[src/rtl/lsu_pkg.sv]
// Shared definitions for the load/store unit memory controller.
// Holds the access-size encoding, the controller FSM state enum and the
// helper that classifies an access as illegal (bad size or misaligned).
package lsu_pkg;

   typedef enum logic [1:0] {
      SZ_BYTE = 2'b00,
      SZ_HALF = 2'b01,
      SZ_WORD = 2'b10,
      SZ_ILL  = 2'b11
   } size_e;

   typedef enum logic [2:0] {
      IDLE   = 3'd0,
      LOAD   = 3'd1,
      STORE  = 3'd2,
      RMW_RD = 3'd3,
      RMW_WR = 3'd4,
      RESP   = 3'd5
   } state_e;

   // An access errors when its size code is reserved or when it is not
   // naturally aligned to its own size.
   function automatic logic lsu_is_err(input logic [1:0] size, input logic [1:0] lo);
      return (size == SZ_ILL)
          || ((size == SZ_HALF) && lo[0])
          || ((size == SZ_WORD) && (lo != 2'b00));
   endfunction

endpackage

[src/rtl/lsu_align.sv]
// Combinational lane logic for the load/store unit.
// Ports:
//   size_i     access size (lsu_pkg size encoding)
//   unsigned_i zero-extend sub-word loads when set
//   lane_i     byte address bits [1:0]
//   rword_i    word read from the data RAM
//   wdata_i    right-aligned store data
//   load_o     extracted and extended load value
//   merge_o    RAM word with the addressed byte/half replaced by store data
module lsu_align
   import lsu_pkg::*;
#(
   parameter int DATAWIDTH = 32
) (
   input  logic [1:0]           size_i,
   input  logic                 unsigned_i,
   input  logic [1:0]           lane_i,
   input  logic [DATAWIDTH-1:0] rword_i,
   input  logic [DATAWIDTH-1:0] wdata_i,
   output logic [DATAWIDTH-1:0] load_o,
   output logic [DATAWIDTH-1:0] merge_o
);

   logic [7:0]  byte_sel;
   logic [15:0] half_sel;

   always_comb begin
      // Little-endian: byte lane n is bits [8n+7:8n]; half lane picked by addr[1].
      byte_sel = rword_i[{lane_i, 3'b000} +: 8];
      half_sel = rword_i[{lane_i[1], 4'b0000} +: 16];
      load_o   = rword_i;
      merge_o  = rword_i;
      case (size_i)
         SZ_BYTE: begin
            load_o = {{(DATAWIDTH-8){~unsigned_i & byte_sel[7]}}, byte_sel};
            merge_o[{lane_i, 3'b000} +: 8] = wdata_i[7:0];
         end
         SZ_HALF: begin
            load_o = {{(DATAWIDTH-16){~unsigned_i & half_sel[15]}}, half_sel};
            merge_o[{lane_i[1], 4'b0000} +: 16] = wdata_i[15:0];
         end
         default: begin
            // Word access: unsigned flag has no effect.
            load_o  = rword_i;
            merge_o = wdata_i;
         end
      endcase
   end

endmodule

[src/rtl/lsu_mem_ctrl.sv]
// Load/store unit memory controller: accepts one CPU access at a time and
// drives a single-port data RAM with combinational read data. Sub-word
// stores are done as read-modify-write.
// Ports:
//   clk, rst            clock; asynchronous active-low reset
//   req_*               CPU request (valid/ready handshake, fields latched on accept)
//   resp_valid          one-cycle completion pulse with resp_rdata / resp_err
//   mem_ena/wen/addr/din  RAM control, word-aligned address, write word
//   mem_dout            RAM read word, valid in the cycle mem_ena=1, mem_wen=0
module lsu_mem_ctrl
   import lsu_pkg::*;
#(
   parameter int DATAWIDTH = 32
) (
   input  logic                 clk,
   input  logic                 rst,
   input  logic                 req_valid,
   output logic                 req_ready,
   input  logic                 req_we,
   input  logic [1:0]           req_size,
   input  logic                 req_unsigned,
   input  logic [DATAWIDTH-1:0] req_addr,
   input  logic [DATAWIDTH-1:0] req_wdata,
   output logic                 resp_valid,
   output logic [DATAWIDTH-1:0] resp_rdata,
   output logic                 resp_err,
   output logic                 mem_ena,
   output logic                 mem_wen,
   output logic [DATAWIDTH-1:0] mem_addr,
   output logic [DATAWIDTH-1:0] mem_din,
   input  logic [DATAWIDTH-1:0] mem_dout
);

   state_e               state_q, state_d;
   logic                 we_q, we_d;
   logic [1:0]           size_q, size_d;
   logic                 uns_q, uns_d;
   logic [DATAWIDTH-1:0] addr_q, addr_d;
   logic [DATAWIDTH-1:0] wdata_q, wdata_d;
   logic                 err_q, err_d;
   logic [DATAWIDTH-1:0] rdata_q, rdata_d;
   logic [DATAWIDTH-1:0] merged_q, merged_d;
   logic [DATAWIDTH-1:0] load_ext;
   logic [DATAWIDTH-1:0] merged_w;

   lsu_align #(.DATAWIDTH(DATAWIDTH)) u_align (
      .size_i     (size_q),
      .unsigned_i (uns_q),
      .lane_i     (addr_q[1:0]),
      .rword_i    (mem_dout),
      .wdata_i    (wdata_q),
      .load_o     (load_ext),
      .merge_o    (merged_w)
   );

   always_ff @(posedge clk or negedge rst) begin
      if (!rst) begin
         state_q  <= IDLE;
         we_q     <= 1'b0;
         size_q   <= 2'b00;
         uns_q    <= 1'b0;
         addr_q   <= '0;
         wdata_q  <= '0;
         err_q    <= 1'b0;
         rdata_q  <= '0;
         merged_q <= '0;
      end else begin
         state_q  <= state_d;
         we_q     <= we_d;
         size_q   <= size_d;
         uns_q    <= uns_d;
         addr_q   <= addr_d;
         wdata_q  <= wdata_d;
         err_q    <= err_d;
         rdata_q  <= rdata_d;
         merged_q <= merged_d;
      end
   end

   always_comb begin
      state_d  = state_q;
      we_d     = we_q;
      size_d   = size_q;
      uns_d    = uns_q;
      addr_d   = addr_q;
      wdata_d  = wdata_q;
      err_d    = err_q;
      rdata_d  = rdata_q;
      merged_d = merged_q;
      mem_ena  = 1'b0;
      mem_wen  = 1'b0;
      mem_din  = '0;
      case (state_q)
         IDLE: begin
            if (req_valid) begin
               we_d     = req_we;
               size_d   = req_size;
               uns_d    = req_unsigned;
               addr_d   = req_addr;
               wdata_d  = req_wdata;
               err_d    = lsu_is_err(req_size, req_addr[1:0]);
               // Cleared so stores and errors respond with zero data.
               rdata_d  = '0;
               merged_d = '0;
               if (err_d)                    state_d = RESP;
               else if (!req_we)             state_d = LOAD;
               else if (req_size == SZ_WORD) state_d = STORE;
               else                          state_d = RMW_RD;
            end
         end
         LOAD: begin
            mem_ena = 1'b1;
            rdata_d = load_ext;
            state_d = RESP;
         end
         STORE: begin
            mem_ena = 1'b1;
            mem_wen = 1'b1;
            mem_din = wdata_q;
            state_d = RESP;
         end
         RMW_RD: begin
            mem_ena  = 1'b1;
            merged_d = merged_w;
            state_d  = RMW_WR;
         end
         RMW_WR: begin
            mem_ena = 1'b1;
            mem_wen = 1'b1;
            mem_din = merged_q;
            state_d = RESP;
         end
         RESP:    state_d = IDLE;
         default: state_d = IDLE;
      endcase
   end

   assign req_ready  = (state_q == IDLE);
   assign resp_valid = (state_q == RESP);
   assign resp_err   = resp_valid & err_q;
   assign resp_rdata = resp_valid ? rdata_q : '0;
   assign mem_addr   = {addr_q[DATAWIDTH-1:2], 2'b00};

endmodule

[config.mk]
export PLATFORM = sky130hd
export DESIGN_NAME = lsu_mem_ctrl
export DESIGN_NICKNAME = d
export VERILOG_FILES = /design/src/rtl/lsu_pkg.sv /design/src/rtl/lsu_align.sv /design/src/rtl/lsu_mem_ctrl.sv
export SDC_FILE = /design/constraint.sdc
export NUM_CORES = 1
export LEC_CHECK = 0
export CAP_MARGIN = 0
export CELL_PAD_IN_SITES_DETAIL_PLACEMENT = 0
export CELL_PAD_IN_SITES_GLOBAL_PLACEMENT = 1
export CORE_MARGIN = 2
export CORE_UTILIZATION = 41
export DETAILED_ROUTE_END_ITERATION = 8
export PLACE_DENSITY_LB_ADDON = 0.1
export SLEW_MARGIN = 40
export SYNTH_ARGS = -nofsm -noshare
export SYNTH_HDL_FRONTEND = slang
export SYNTH_SLANG_ARGS = --single-unit
[constraint.sdc]
create_clock -name clk -period 3.7 [get_ports clk]
set_input_delay 0.74 -clock clk [delete_from_list [all_inputs] [get_ports clk]]
set_output_delay 0.74 -clock clk [all_outputs]
set_load 0.005 [all_outputs]
### Yosys cells after proc, flatten, opt, wreduce, memory -nomap -nowiden

Index checks and enable logic that the tools add are counted.

| word-level totals | value |
|---|---|
| register bits after elaboration | 135 |
| input port bits | 103 |
| output and inout bits | 101 |

| cells by class | value |
|---|---|
| bitwise logic cells | 4 |
| shift-type cells | 6 |
| mux-type cells | 16 |
| reductions and logical operators | 15 |
| eq/ne operators | 10 |
| add/subtract/negate cells | 2 |

Operators by type and width:

| operator | number |
|---|---|
| $pmux 32 s2 | 5 |
| $bwmux 32 | 2 |
| $mux 32 | 2 |
| $shift 16x7->32 const A | 1 |
| $shift 8x7->32 const A | 1 |
| $shiftx 16x7->32 | 1 |
| $shiftx 32x6->16 | 1 |
| $shiftx 32x6->8 | 1 |
| $shiftx 8x7->32 | 1 |
| $neg 5->7 | 2 |
| $pmux 3 s3 | 1 |
| $eq 3x2->1 const B | 2 |
| $eq 3x3->1 const B | 2 |
| $mux 3 | 2 |
| $reduce_and 2->1 | 3 |
| $reduce_bool 2->1 | 3 |
| $eq 2x1->1 const B | 2 |
| $eq 2x2->1 const B | 2 |
| $reduce_or 4->1 | 1 |
| $and 1x1->1 | 3 |
| $eq 3x1->1 const B | 1 |
| $logic_not 3->1 | 1 |
| $mux 1 | 3 |
| $reduce_or 3->1 | 1 |
| 7 further kinds | 9 |

### Logic depth before layout (Yosys ltp)

Gate-level depths: netlist of the first run.

| depth | value |
|---|---|
| depth after elaboration | 7 |
| depth in mapped cells | 9 |
| depth with buffers taken out | 6 |

### Modules after synthesis

A second synthesis of the first run with hierarchy kept.

| unflattened totals | value |
|---|---|
| cells, all modules | 830 |
| area total of the unflattened synthesis | 7470.9 µm² |

Modules (own cells, without submodules):

| module | area an instance (µm²) | instances | cells an instance |
|---|---|---|---|
| lsu_mem_ctrl | 5793.1 | 1 | 563 |
| lsu_align | 1677.9 | 1 | 267 |

### Worst setup path before layout of the first run

No wires, ideal clock.

| timing | value |
|---|---|
| path kind | register to output |
| start point | register state_q[2] |
| end point | output port mem_din[10] |
| stages on the path, launching flop included | 6 |
| slack | 1.632 ns |
| data required time | 2.960 ns |
| buffers on the path | 2 |
| data arrival time | 1.328 ns |
| cells stage by stage | dfrtp_1 > nor2_1 > and2_1 > clkbuf_1 > clkbuf_1 > a22o_1 |

| on the way | value |
|---|---|
| cells in the longest elaborated chain, start to end | 2 |
| elaborated cells on any way between the ends | 3 |
| those cells by class | eq/ne: 2; mux: 1 |

RTL lines:

| item | line | source |
|---|---|---|
| from (decl) | lsu_mem_ctrl.sv:34 | `state_e state_q, state_d;` |
| from (signal assigned) | lsu_mem_ctrl.sv:68 | `state_q <= state_d;` |
| $eq 3x3->1 / $eq 3x2->1 (equally long branches) | lsu_mem_ctrl.sv:93 | `case (state_q)` |
| $pmux 32 s2 * | lsu_mem_ctrl.sv:93 |  |
| to (decl) | lsu_mem_ctrl.sv:30 | `output logic [DATAWIDTH-1:0] mem_din,` |

Mark *: on every way between the ends. The rest lies on a longest branch, timed or not.

### Worst setup path in the final report of the first run

| timing | value |
|---|---|
| start point | register state_q[0] |
| end point | output port mem_din[1] |

The elaborated chain is that of the path after synthesis.

==> flow_summary.ini, run 1 <==
[run_status]
status = complete, no violations

[yosys]
synth_top_area_frac = 0.433
yosysSeqAreaShare = 0.433
synth-compound-area-share = 0.216
synthXorXnorAreaFrac = 0
synth_edf_count = 0
synthSimpleGateAreaFrac = 0.0989
yosysUniqueCellTypes = 47
yosysWarnings = 0
synth_top_family_by_area = compound AO/OA/AOI/OAI gates
ys.flop_type = dfrtp_1
syn_avg_cell_area_sq_um = 11.1
ys_async_sr_fraction = 1.00
yosys.cell_count.top_type = dfrtp_1
synth-seq-cells = 135
syn_inst = 703
netlist_area_sq_um = 7810
synthAdderAreaFrac = 0.00801
yosysTopAreaCell = dfrtp_1
synth_mux_area_frac = 0.165
synthTopCellsByCount = dfrtp_1 (135), mux2_2 (50), a22o_1 (48)
synth_area_leaders = dfrtp_1 (43%), mux2_2 (7.2%), mux2_4 (5.8%), a22o_1 (5.4%), buf_4 (3.5%)

[cells_and_area]
areaGrowthSynthToFinish_pct = 31.7
nNetsFinal = 955
drive_gt1_frac = 0.173
stdcell_count = 1095

[clocking]
insertion_delay_ps = 420
ctsHoldBuffers = 0
clockBufferDepth = 2
cts.sinks = 135
cts_tree = built
cts_setup_buffers = 0
cts_resized = 0
cts_buffers = 17
cts_root_buf = clkbuf_16
cts.reportedPaths.clkPinSlew_ps = 60
h-tree-depth = 4

[critical_path]
critPathCaptureType = output pin
crit_arrival_ps = 2380
cp_slowest_cell = dfrtp_1
start_kind = flop
critical_path_class = flop to output pin
slowest_delay_ps = 530
crit_path_cell_trace = nor2_1, and2_1, buf_4, a22o_1, clkdlybuf4s50_1
required_ps = 2960
crit_path_max_fanout = 33

[detailed_routing]
drc_errors = 0
first_iter_violations = 511
vias = 6379
wl_per_cell_um = 22.5
drtAntennaViolNets = 0
finalWirelength_um = 24700
drtPass1Iterations = 9
routed_via_density = 5.83

[sta]
rsz0062_at_grt = false
fin_tns_setup_ps = 0
clock.fmax_ghz = 0.320
finalHoldViolCount = 0
post-route-period-util = 0.844
finalCriticalPeriod_ps = 3120
relSlewSlack = 0.550
worstMarginPinSlew_ps = 675
slew_violations = 0
setup_viol = 0
finClkSkew_ps = 9.11

[placed_design]
io_buffers = 201
dp.cells = 1062
gp_congestion = 0.894
post-dp-hpwl_um = 17600

[flow_run]
cap_violations = 0

[floorplan]
initial_core_util = 0.417
core_sq_um = 18700
rows = 50
die_w_um = 142
die_area_sq_um = 20200
ios = 204
die_h_um = 142

[global_routing]
grt_antenna_before_repair = 0
track_usage = 0.245
grt_pass1_wl_um = 37600
grt-ovfl-total = 0
grt_max_degree = 61
grt_pass1_vias = 6311

[pwr]
p_int_uw = 5140
p_clk_frac = 0.199
switching_power_uw = 3040
powerDensity_nw_per_um2 = 795
p_seq_frac = 0.334
power.leakage_uw = 0.00435
vdd_ir_drop_max_mv = 0.387
comb_power_share = 0.467
swShare = 0.372

[hold_path]
hp-class = input port to asynchronous set/reset pin
final cells by class:
class / instances / area, sq um
Sequential cell: 135 / 3380
Timing Repair Buffer: 219 / 2170
Fill cell: 1581 / 8420
Tap cell: 234 / 293
Clock inverter: 12 / 120
Inverter: 13 / 48.8
Multi-Input combinational cell: 461 / 3830
Antenna cell: 1 / 2.50
Clock buffer: 20 / 447
per-layer routing:
| layer | GRT usage | vias to the layer above | wire length, um |
|---|---|---|---|
| met1 | 0.345 | 3197 | 11200 |
| li1 | - | 2920 | - |
| met4 | 0.0605 | 0 | 308 |
| met5 | 0 | - | 0 |
| met2 | 0.389 | 238 | 11700 |
| met3 | 0.0515 | 24 | 1470 |
power by group through the flow:
stage	Clock [uW]	Combinational, uW	Sequential, uW
final	1630	3820	2730
after global routing	1730	4150	2810
after global placement	0	3730	2730
after detailed placement	0	3810	2740
after CTS	1660	3830	2730
after floorplan	0	2790	2450
through the flow:
step                      power (uW)  cell area, sq um  worst slack, ps  utilization  hold WS [ps]
after CTS                       8210             10300              329        0.550           299
after global routing            8690             10300              443        0.550           321
after detailed placement        6550              9720              781        0.519           459
final                           8180             10300              576        0.550           291
after floorplan                 5250              7810             1630            -           441
after global placement          6460              9710              942        0.519           460
kinds of logic after synthesis:
kind of cell             count (synthesis)
AO/OA/AOI/OAI                          227
adder cells (fa/ha/maj)                  5
buffers and inverters                  108
flip-flops                             135
multiplexers                            96
other                                    1
AND/OR/NAND/NOR                        131
path summary, 6_finish.rpt:
kind / start / endpoint / slack (ps) / depth (start not counted)
worst max-delay path: state_q[0] / mem_din[1] / 580 / 5
worst min-delay path: rst / addr_q[31] / 290 / 1
worst max register to register: addr_q[1] / merged_q[23] / 1460 / 7
worst min register to register: rdata_q[15] / rdata_q[15] / 470 / 1
max in group asynchronous: rst / merged_q[20] / 2490 / 2
min in group clk: rdata_q[15] / rdata_q[15] / 470 / 1
registers in the layout, summed over array words and instances (netlist names):
signal    cells
addr_q       32
err_q         1
merged_q     32
rdata_q      32
size_q        2
state_q       3
uns_q         1
wdata_q      32
worst max-delay path: cells and delay by family (launching register included):
kind | cells | cell delay [ps]
buffers and inverters | 2 | 850
flip-flops | 1 | 530
AND/OR/NAND/NOR | 2 | 310
AO/OA/AOI/OAI | 1 | 260
placed cells by master (no fill, tap or decap), drive strengths merged, types with 3 or more instances in the layout:
| cell | n |
|---|---|
| nor3b | 3 |
| a221oi | 17 |
| a21o | 3 |
| inv | 16 |
| clkdlybuf4s50 | 200 |
| clkbuf | 20 |
| nor2b | 12 |
| nand3 | 3 |
| o221ai | 6 |
| a32o | 9 |
| dfrtp | 135 |
| nor2 | 23 |
| o2bb2ai | 6 |
| and3 | 9 |
| clkinv | 6 |
| o22ai | 10 |
| a221o | 23 |
| a222oi | 15 |
| a22o | 48 |
| a21oi | 35 |
| buf | 19 |
| mux2 | 86 |
| o21ai | 52 |
| nand2b | 15 |
| ha | 5 |
| nand2 | 18 |
| mux4 | 8 |
| and2 | 37 |
Power figures use the tool's default switching activity.
==> run 2, diff against run 1 <==
--- a/config.mk
+++ b/config.mk
@@ -9,7 +9,7 @@
 export CELL_PAD_IN_SITES_DETAIL_PLACEMENT = 0
 export CELL_PAD_IN_SITES_GLOBAL_PLACEMENT = 1
 export CORE_MARGIN = 2
-export CORE_UTILIZATION = 41
+export CORE_UTILIZATION = 38
 export DETAILED_ROUTE_END_ITERATION = 8
 export PLACE_DENSITY_LB_ADDON = 0.1
 export SLEW_MARGIN = 40
==> constraint.sdc (replaced) <==
create_clock -name clk -period 2.9 [get_ports clk]
set_input_delay 0.58 -clock clk [delete_from_list [all_inputs] [get_ports clk]]
set_output_delay 0.58 -clock clk [all_outputs]
set_load 0.005 [all_outputs]
==> flow_summary.ini, run 2 (synthesis gave the netlist of run 1 again) <==
[critical_path]
crit_path_max_fanout = 20
crit_arrival_ps = 2200
critical_path_class = flop to output pin
start_kind = flop
slowest_delay_ps = 500
crit_path_cell_trace = nor2_1, and2_1, buf_4, a22o_1, clkdlybuf4s50_1
required_ps = 2320
path_delay_family = buffers and inverters
critPathBufInv = 2
critPathCaptureType = output pin
cp_slowest_cell = dfrtp_2

[clocking]
ctsHoldBuffers = 0
cts_setup_buffers = 0
h-tree-depth = 4
cts_root_buf = clkbuf_16
cts.sinks = 135
cts_tree = built
insertion_delay_ps = 420
cts_buffers = 17
clockBufferDepth = 2
cts.reportedPaths.clkPinSlew_ps = 60

[global_routing]
track_usage = 0.229
grt_max_degree = 50
grt-ovfl-total = 0
grt_pass1_vias = 6614
grt_antenna_before_repair = 1
grt_pass1_wl_um = 38500

[cells_and_area]
layout_commonest_cell = clkdlybuf4s50_1
layout.filler_cells = 1809
nNetsFinal = 963
drive_gt1_frac = 0.184
mostFrequentLayoutCells = clkdlybuf4s50_1 (200), dfrtp_1 (131), mux2_2 (50), a22o_1 (48), o21ai_0 (42)
seq_area_sq_um = 3380
stdcell_count = 1139
areaGrowthSynthToFinish_pct = 33.9
multi_input_area_sq_um = 3830

[detailed_routing]
drtAntennaViolNets = 0
first_iter_violations = 568
drtPass1Iterations = 6
vias = 6543
routed_via_density = 5.74
wl_per_cell_um = 21.6
drc_errors = 0
finalWirelength_um = 24600

[sta]
finalCriticalPeriod_ps = 2780
post-route-period-util = 0.957
slew_violations = 0
finalHoldViolCount = 0
fin_tns_setup_ps = 0
worstMarginPinSlew_ps = 806
relSlewSlack = 0.461
rsz0062_at_grt = false
setup_viol = 0
whs_ps = 90.9
clock.fmax_ghz = 0.360
finClkSkew_ps = 8.57

[placed_design]
gp_congestion = 0.860
post-dp-hpwl_um = 17900
io_buffers = 201
dp.cells = 1106

[pwr]
power_uw = 10700
powerDensity_nw_per_um2 = 1020
power.leakage_uw = 0.00441
vdd_ir_drop_max_mv = 0.482

[run_status]
status = complete, no violations

[hold_path]
hp-class = input port to asynchronous set/reset pin

[floorplan]
die_area_sq_um = 21700
die_w_um = 147
initial_core_util = 0.387
ios = 204
die_h_um = 147
rows = 52
core_sq_um = 20200

[flow_run]
cap_violations = 0
-- run 2: cell types whose count changed in the layout (fill, tap and decap cells not counted), sizes merged --
cell,change
buf,+8
clkbuf,-2
bufinv,+2
clkinvlp,+1
clkinv,-3
inv,+2
-- run 2: power by group --
part	internal [uW]	switching (uW)	total [uW]
combinational	2710	2250	4950
sequential	2710	816	3530
clock	1360	861	2220
total	6780	3930	10700
-- run 2: path summary, 6_finish.rpt --
check / startpoint / endpoint / slack (ps) / cells past startpoint
setup / recovery: state_q[0] / mem_din[11] / 120 / 5
min in group clk: rdata_q[5] / rdata_q[5] / 480 / 2
hold reg to reg: rdata_q[5] / rdata_q[5] / 480 / 2
setup reg to reg: size_q[0] / rdata_q[15] / 680 / 4
max in group asynchronous: rst / wdata_q[12] / 2110 / 2
hold / removal: rst / err_q / 90 / 1
-- run 2: timing repair --
| item | CTS | global route |
|---|---|---|
| setup endpoints to repair | 20 | 57 |
| pin swaps | 0 | 1 |
| gates resized for setup | 1 | 3 |
-- run 2: layout make-up --
type / count / share of cell area
multi-input cells: 461 / 0.366
clock buffers: 18 / 0.0411
repair buffers: 227 / 0.215
clock inverters: 14 / 0.0164
well taps: 270 / 0.0323
inverters: 13 / 0.00467
diodes: 1 / 0.000239
flip-flops and latches: 135 / 0.324
-- run 2: worst reg2reg max path, stage by stage, from the launching register on --
cell      delay (ps)
dfrtp_1          580
nor2_1           720
nand3b_2         290
a221oi_1         440
a21o_1           130
-- run 2: metal layers --
| layer | global-route usage | part of all wire |
|---|---|---|
| met1 | 0.317 | 0.44 |
| met2 | 0.353 | 0.46 |
| met3 | 0.0590 | 0.084 |
| met4 | 0.0750 | 0.020 |
| met5 | 0 | 0 |
-- run 2: per-stage QoR --
step                       util  setup slack, ps  area [sq um]
after floorplan               -              840          7810
after global placement    0.488              450          9840
after detailed placement  0.488              428          9840
after CTS                 0.518             21.8         10400
after global routing      0.518             7.29         10500
final                     0.518              125         10500
==> run 3, diff against run 2 <==
--- a/config.mk
+++ b/config.mk
@@ -5,11 +5,12 @@
 export SDC_FILE = /design/constraint.sdc
 export NUM_CORES = 1
 export LEC_CHECK = 0
-export CAP_MARGIN = 0
+export CAP_MARGIN = 20
 export CELL_PAD_IN_SITES_DETAIL_PLACEMENT = 0
 export CELL_PAD_IN_SITES_GLOBAL_PLACEMENT = 1
 export CORE_MARGIN = 2
 export CORE_UTILIZATION = 38
+export CTS_CLUSTER_SIZE = 30
 export DETAILED_ROUTE_END_ITERATION = 8
 export PLACE_DENSITY_LB_ADDON = 0.1
 export SLEW_MARGIN = 40
==> results of run 3 <==
No change in the layout: final DEF, timing and power equal those of run 2.
